## config.mk

```make
export PLATFORM = sky130hd
export DESIGN_NAME = fifo_wr_arbiter
export DESIGN_NICKNAME = d
export VERILOG_FILES = /design/src/rtl/fifo_wr_arbiter.sv
export SDC_FILE = /design/constraint.sdc
export NUM_CORES = 1
export LEC_CHECK = 0
export CORE_UTILIZATION = 39
export CTS_BUF_LIST = sky130_fd_sc_hd__clkbuf_16
export CTS_CLUSTER_DIAMETER = 60
export DETAILED_ROUTE_END_ITERATION = 10
export PLACE_DENSITY = 0.8
export SLEW_MARGIN = 5
export SYNTH_ARGS = -nofsm -noshare
export SYNTH_HDL_FRONTEND = slang
export SYNTH_SLANG_ARGS = --single-unit
```

## constraint.sdc

```tcl
create_clock -name clk -period 2.4 [get_ports clk]
set_input_delay 0.36 -clock clk [delete_from_list [all_inputs] [get_ports clk]]
set_output_delay 0.36 -clock clk [all_outputs]
set_load 0.01 [all_outputs]
```

## src/rtl/fifo_wr_arbiter.sv

```systemverilog
// -----------------------------------------------------------------------------
// fifo_wr_arbiter
//
// Round-robin arbiter that shares the single write port of fifo_top between
// NUM_REQ producers. One producer owns the port at a time for a burst of up to
// MAX_BURST accepted writes. The owner's word is muxed onto wr/write_data and
// the FIFO's full flag is honoured as back-pressure. There is always one IDLE
// cycle between two grants, which is where the next owner is chosen.
//
// Ports
//   clk        in   rising-edge clock
//   reset      in   synchronous, active-high; aborts any grant in progress
//   req        in   req[i]=1: producer i has a word on its req_data slice
//   req_data   in   producer i's word at req_data[i*data_width +: data_width]
//   full       in   FIFO full flag; stalls the current owner
//   wr         out  write strobe to fifo_top
//   write_data out  word written to fifo_top (0 when wr=0)
//   gnt        out  one-hot; gnt[i]=1 means producer i's word is written now
//   owner      out  index of the current owner, valid while busy
//   busy       out  1 while a producer owns the write port
// -----------------------------------------------------------------------------
module fifo_wr_arbiter #(
    parameter int NUM_REQ    = 4,
    parameter int data_width = 8,
    parameter int MAX_BURST  = 4
) (
    input  logic                          clk,
    input  logic                          reset,
    input  logic [NUM_REQ-1:0]            req,
    input  logic [NUM_REQ*data_width-1:0] req_data,
    input  logic                          full,
    output logic                          wr,
    output logic [data_width-1:0]         write_data,
    output logic [NUM_REQ-1:0]            gnt,
    output logic [$clog2(NUM_REQ)-1:0]    owner,
    output logic                          busy
);

    localparam int IDX_W = $clog2(NUM_REQ);
    localparam int CNT_W = $clog2(MAX_BURST + 1);

    typedef enum logic {
        IDLE = 1'b0,
        OWN  = 1'b1
    } state_t;

    state_t                state;
    logic [IDX_W-1:0]      rr_ptr;
    logic [IDX_W-1:0]      next_owner;
    logic [CNT_W-1:0]      burst_cnt;
    logic [data_width-1:0] owner_data;
    logic                  owner_req;
    logic                  accept;
    logic                  rel;
    logic                  found;
    int                    cand;

    // Pick the first requester starting at rr_ptr and wrapping around, so the
    // producer just after the previous owner has the highest priority.
    always_comb begin
        next_owner = rr_ptr;
        found      = 1'b0;
        cand       = 0;
        for (int k = 0; k < NUM_REQ; k++) begin
            cand = int'(rr_ptr) + k;
            if (cand >= NUM_REQ) begin
                cand = cand - NUM_REQ;
            end
            if (!found && req[cand[IDX_W-1:0]]) begin
                found      = 1'b1;
                next_owner = cand[IDX_W-1:0];
            end
        end
    end

    // Select the owner's data slice with a compare-per-slice mux, which keeps
    // the index arithmetic constant per iteration.
    always_comb begin
        owner_data = '0;
        for (int i = 0; i < NUM_REQ; i++) begin
            if (owner == IDX_W'(i)) begin
                owner_data = req_data[i*data_width +: data_width];
            end
        end
    end

    // The write port outputs are combinational from the registered state so a
    // word is accepted in the same cycle the FIFO reports room for it. They are
    // masked by reset so that no write can slip out in a reset cycle, even
    // though the state register only clears on the following edge.
    always_comb begin
        owner_req  = req[owner];
        busy       = (state == OWN) && !reset;
        accept     = busy && owner_req && !full;
        rel        = busy && ((accept && (burst_cnt == CNT_W'(MAX_BURST - 1))) || !owner_req);
        wr         = accept;
        gnt        = accept ? (NUM_REQ'(1) << owner) : '0;
        write_data = accept ? owner_data : '0;
    end

    // Grant state machine. A grant ends either when the burst cap is reached
    // or when the owner drops its request; the full flag alone never ends it,
    // so a stalled owner keeps the port until the FIFO drains.
    always_ff @(posedge clk) begin
        if (reset) begin
            state     <= IDLE;
            owner     <= '0;
            rr_ptr    <= '0;
            burst_cnt <= '0;
        end else begin
            case (state)
                IDLE: begin
                    if (|req) begin
                        owner     <= next_owner;
                        burst_cnt <= '0;
                        state     <= OWN;
                    end
                end
                OWN: begin
                    if (accept) begin
                        burst_cnt <= burst_cnt + CNT_W'(1);
                    end
                    if (rel) begin
                        rr_ptr <= (owner == IDX_W'(NUM_REQ - 1)) ? '0 : owner + IDX_W'(1);
                        state  <= IDLE;
                    end
                end
                default: begin
                    state <= IDLE;
                end
            endcase
        end
    end

endmodule

```

# --- After elaboration in Yosys (flattened, before gate mapping) ---
# Cells that the tools add are included.
word_totals:
  regBits: 8
  latch_bits: 0
  ramBits: 0
  rom_bits: 0
  in_bits: 39
  mem_count: 0
op_classes:
  add_sub_neg: 9
  n_mul: 0
  div: 0
  order_cmp: 9
  eq_ne: 6
  shifts: 1
  mux: 34
  bitwise: 1
  n_reduce_logical: 20
op_table:
  columns: ["cell", "n"]
  rows:
  - ["$mux W8", 5]
  - ["$mux W2", 9]
  - ["$lt A2 B3 Y1 const B", 5]
  - ["$bmux W1 S2", 5]
  - ["$mux W1", 10]
  - ["$ge A3 B3 Y1 const B", 3]
  - ["$logic_and A1 B1 Y1", 8]
  - ["$sub A2 B1 Y2 const B", 4]
  - ["$add A2 B2 Y3 const B", 2]
  - ["$logic_not A1 Y1", 6]
  - ["$mux W3", 2]
  - ["$pmux W3 S2", 1]
  - ["$reduce_and A2 Y1", 3]
  - ["$eq A2 B2 Y1 const B", 2]
  - ["$mux W4", 1]
  - ["$ne A2 B2 Y1 const B", 2]
  - ["$reduce_or A4 Y1", 1]
  - ["$shl A1 B2 Y4 const A", 1]
  - ["$add A2 B1 Y3 const B", 1]
  - ["$add A3 B1 Y3 const B", 1]
  - ["$eq A3 B2 Y1 const B", 1]
  - ["$ge A2 B3 Y1 const B", 1]
  - ["$add A2 B1 Y2 const B", 1]
  - ["$eq A2 B1 Y1 const B", 1]
  - ["other kinds (4)", 4]

# --- Logic depth before layout (Yosys ltp) ---
logic_depth:
  depth_word: 14
  ltp_mapped: 8

# --- Least setup slack after synthesis ---
# OpenSTA, ideal clock, no wires.
synth_timing:
  path_type: "reg-to-output"
  from: "register owner[0]"
  to: "output port gnt[0]"
  arrival_ns: 1.637
  path_slack_ns: 0.403
  stages_incl_launch_ff: 7
  cell_sequence: "dfxtp_1 > mux4_2 > nand3b_4 > nand2b_4 > buf_8 > inv_6 > and2_4"
synth_via:
  elab_chain_cells: 5
  word_cells_on_any_way: 6
  classes_between: "shift: 1; mux: 3; reduce/logical: 2"
synth_rtl:
  columns: ["element", "line_no", "text"]
  rows:
  - ["from (decl)", "35", "output logic [$clog2(NUM_REQ)-1:0] owner,"]
  - ["from (signal assigned)", "114", "owner <= next_owner;"]
  - ["$bmux W1 S2", "92", "owner_req = req[owner];"]
  - ["$mux W1 (not written as such)", "92", null]
  - ["$logic_and A1 B1 Y1 (2 in series)", "94", "accept = busy && owner_req && !full;"]
  - ["via wr", "32", "output logic wr,"]
  - ["$mux W4", "97", "gnt = accept ? (NUM_REQ'(1) << owner) : '0;"]
  - ["to (decl)", "34", "output logic [NUM_REQ-1:0] gnt,"]
# The timed path passes the listed nets, and every way through them passes these cells. The select of a mux whose other input is x is not followed.

# --- Worst setup path after layout ---
layout_timing:
  from: "input port req[1]"
  to: "output port write_data[2]"
layout_via:
  elab_chain_cells: 5
layout_rtl:
  columns: ["element", "line_no", "text"]
  rows:
  - ["from (decl)", "29", "input logic [NUM_REQ-1:0] req,"]
  - ["$bmux W1 S2", "92", null]
  - ["$mux W1 (not written as such)", "92", null]
  - ["$logic_and A1 B1 Y1 (2 in series)", "94", null]
  - ["$mux W8", "98", "write_data = accept ? owner_data : '0;"]
  - ["to (decl)", "33", "output logic [data_width-1:0] write_data,"]
# Every way passes these cells. The select of a mux whose other input is x is not followed.

==> results.yml <==
die:
  fp.dieH_um: 53.54
  die_footprint_um2: 2867
  dieWidth_um: 53.54
  rows: 18
  core_area_um2: 2500
  number_of_top_level_pins: 55
  initial_utilization: 0.4144
cts:
  worst_case_clock_buffer_depth: 2
  cts.reportedPaths.clkPinSlew_ps: 40
  clkSinkCount: 8
  root_buffer: "clkbuf_16"
  tritoncts: "done"
  htree_num_levels: 1
  clk-insertion-delay-late_ps: 230
  tritoncts.num_buffers: 3
final_layout:
  final_nets: 249
  mostFrequentLayoutCells: "clkdlybuf4s50_1 (39), a21oi_1 (22), inv_1 (15), buf_4 (15)"
  layout-drive-gt1-share: 0.1980
  insertedDiodeCount: 0
  fillers: 225
  area_delta_synth_final_pct: 65.10
  layout_commonest_cell: "clkdlybuf4s50_1"
  finalInstanceArea_um2: 1710
  layout.cells.non_filler: 232
setup_path:
  critical_path_required_ps: 2040
  worst_r2r_startpoint: "owner[0]$_SDFFE_PP0P_"
  end_kind: "primary output"
  crit-reg2reg-capture: "rr_ptr[0]$_SDFFE_PP0P_"
  reg2regPathDepth: 5
  critical_path_arrival_ps: 1980
  critPathKind: "in2out"
  worstPathMaxFanout: 5
  worst-r2r-setup-slack_ps: 590
  startpoint_kind_of_the_worst_setup_timing_path: "primary input"
synth:
  syn-instance-count: 141
  synth_edf_count: 0
  yosys.cell_types.count: 38
  ys_dominant_reg_cell: "dfxtp_1"
  ys_seq_area_frac: 0.1546
  synth.cell_area_um2: 1036
  synth-seq-cells: 8
  asyncSetResetFlopFracSynth: 0
  postSynthAreaPerCell_um2: 7.347
  syn-num-nets: 186
  synthesis.yosys.warnings: 0
sta:
  timing.slew.headroom: 0.8101
  max_freq_ghz: 0.4274
  timing.final.setup_violations: 0
  layout_setup_ws_ps: 60.15
  finalHoldViolations: 0
  timing.final.crit_period_ps: 2340
  rsz0062_at_grt: "no"
  worst-slew-pin-transition_ps: 281.9
  final_cycle_share: 0.9749
  setup_total_negative_slack_ps: 0
  finClkSkew_ps: 2.597
  final_max_slew_viol_count: 0
power:
  p_per_area_nw_per_um2: 408.3
  vdd_ir_drop_max_uv: 432.6
  power_leakage_nw: 0.7921
place:
  hpwl_after_dpl_um: 2477
  gp_routability_congestion: 0.8507
  placement.cell_area_um2: 1623
  placement.io_buffers: 54
  place_worst_setup_slack_ps: -206.3
  placed_instances: 227
global_route:
  first_global_vias: 1126
  grt_overflow_total: 0
  antenna_violations_before_repair: 0
  global_route.usage.total: 0.2310
  first_pass_grt_wire_length_um: 4774
  grt_start_max_net_pins: 18
routing:
  met3WireLength_um: 389
  drt-initial-drc-count: 23
  antenna_violating_nets_post_route: 0
  detail_route.vias_per_cell: 5.427
  route.final.wire_length_um: 3233
  top_layer_used: "met4"
  dr_total_vias: 1259
  post-route-drc-count: 0
  dr_wl_met2_um: 1579
  route.detailed.wl_per_inst_um: 13.94
  detailedRoute.firstPassIterationCount: 4
  met1Wirelength_um: 1185
min_path:
  timing.hold.worst_endpoint: "burst_cnt[0]$_SDFFE_PP0P_"
  hold-path-cell-count: 2
  min-delay-path-class: "reg2reg"
  hold_path_startpoint: "burst_cnt[0]$_SDFFE_PP0P_"
flow_run:
  drv_cap: 0
status:
  outcome: "finished clean"
-- report_power, final --
group	internal [W]	switching, W
sequential	0.000142	0.00000976
combinational	0.000147	0.000117
clock	0.000215	0.0000678
-- per-stage QoR --
step	util	total power (W)	hold slack, ps
2_1_floorplan	-	0.0002966	455.3
3_3_place_gp	0.6491	0.0004064	464.9
3_5_place_dp	0.6491	0.0004147	486.2
4_1_cts	0.6807	0.0006993	491.4
5_1_grt	0.6842	0.0007335	516.2
6_report	0.6842	0.0006983	484.6
-- cells in the mapped netlist, drive strengths merged, types with 4 or more instances --
cell | count | share of area
and2 | 4 | 0.034
nor2b | 4 | 0.024
o21ai | 10 | 0.048
a22oi | 8 | 0.058
nand2 | 11 | 0.040
inv | 16 | 0.063
a21oi | 22 | 0.11
nor2 | 11 | 0.040
mux2 | 4 | 0.043
ha | 6 | 0.072
dfxtp | 8 | 0.15
buf | 9 | 0.081
-- logic make-up after synthesis --
kind of cell    share of synthesized area
flops                              0.1546
mux                               0.07487
compound gates                     0.2947
fa+ha+maj                         0.07246
buf+inv                            0.1558
simple gates                       0.2476
-- layer usage --
metal / track usage / vias to the layer above
li1: - / 622
met1: 0.2369 / 573
met2: 0.4354 / 55
met3: 0.06497 / 9
met4: 0.09211 / 0
met5: 0 / -
-- critical path, cell delays in order --
cell and delay, ps:
clkdlybuf4s50_1 430, mux4_2 490, nand3b_4 100, nand2b_4 170
buf_4 120, nor2_1 30, dlygate4sd2_1 280
-- registers in the layout, indices dropped and copies added (netlist names) --
| name | count |
|---|---|
| burst_cnt | 3 |
| owner | 2 |
| rr_ptr | 2 |
| state | 1 |
-- cell type report --
type | count | area, µm² | share of cell area
multi-input combinational | 106 | 728.2 | 0.4257
clock buffer | 3 | 75.07 | 0.04389
timing repair buffer | 69 | 643.1 | 0.3760
inverter | 16 | 65.06 | 0.03804
tap | 30 | 37.54 | 0.02195
sequential | 8 | 161.4 | 0.09437
-- worst max-delay path by stage --
stage	slack [ps]	to	start
after CTS	9	gnt[1]	req[1]
after global placement	-170	gnt[2]	req[3]
final	60	write_data[2]	req[1]
after global routing	20	gnt[0]	req[2]
after floorplan	400	gnt[0]	owner[0]$_SDFFE_PP0P_
after detailed placement	-210	gnt[1]	req[1]
-- timing repair --
action                                  CTS  global route
gates cloned                              1             0
pin swaps                                 0             1
endpoints found under the setup margin   13             5
buffers inserted                          1             0
gates resized for setup                  16             6
hold buffers                              0             0
Note: power is estimated with default switching activity, not from simulation.
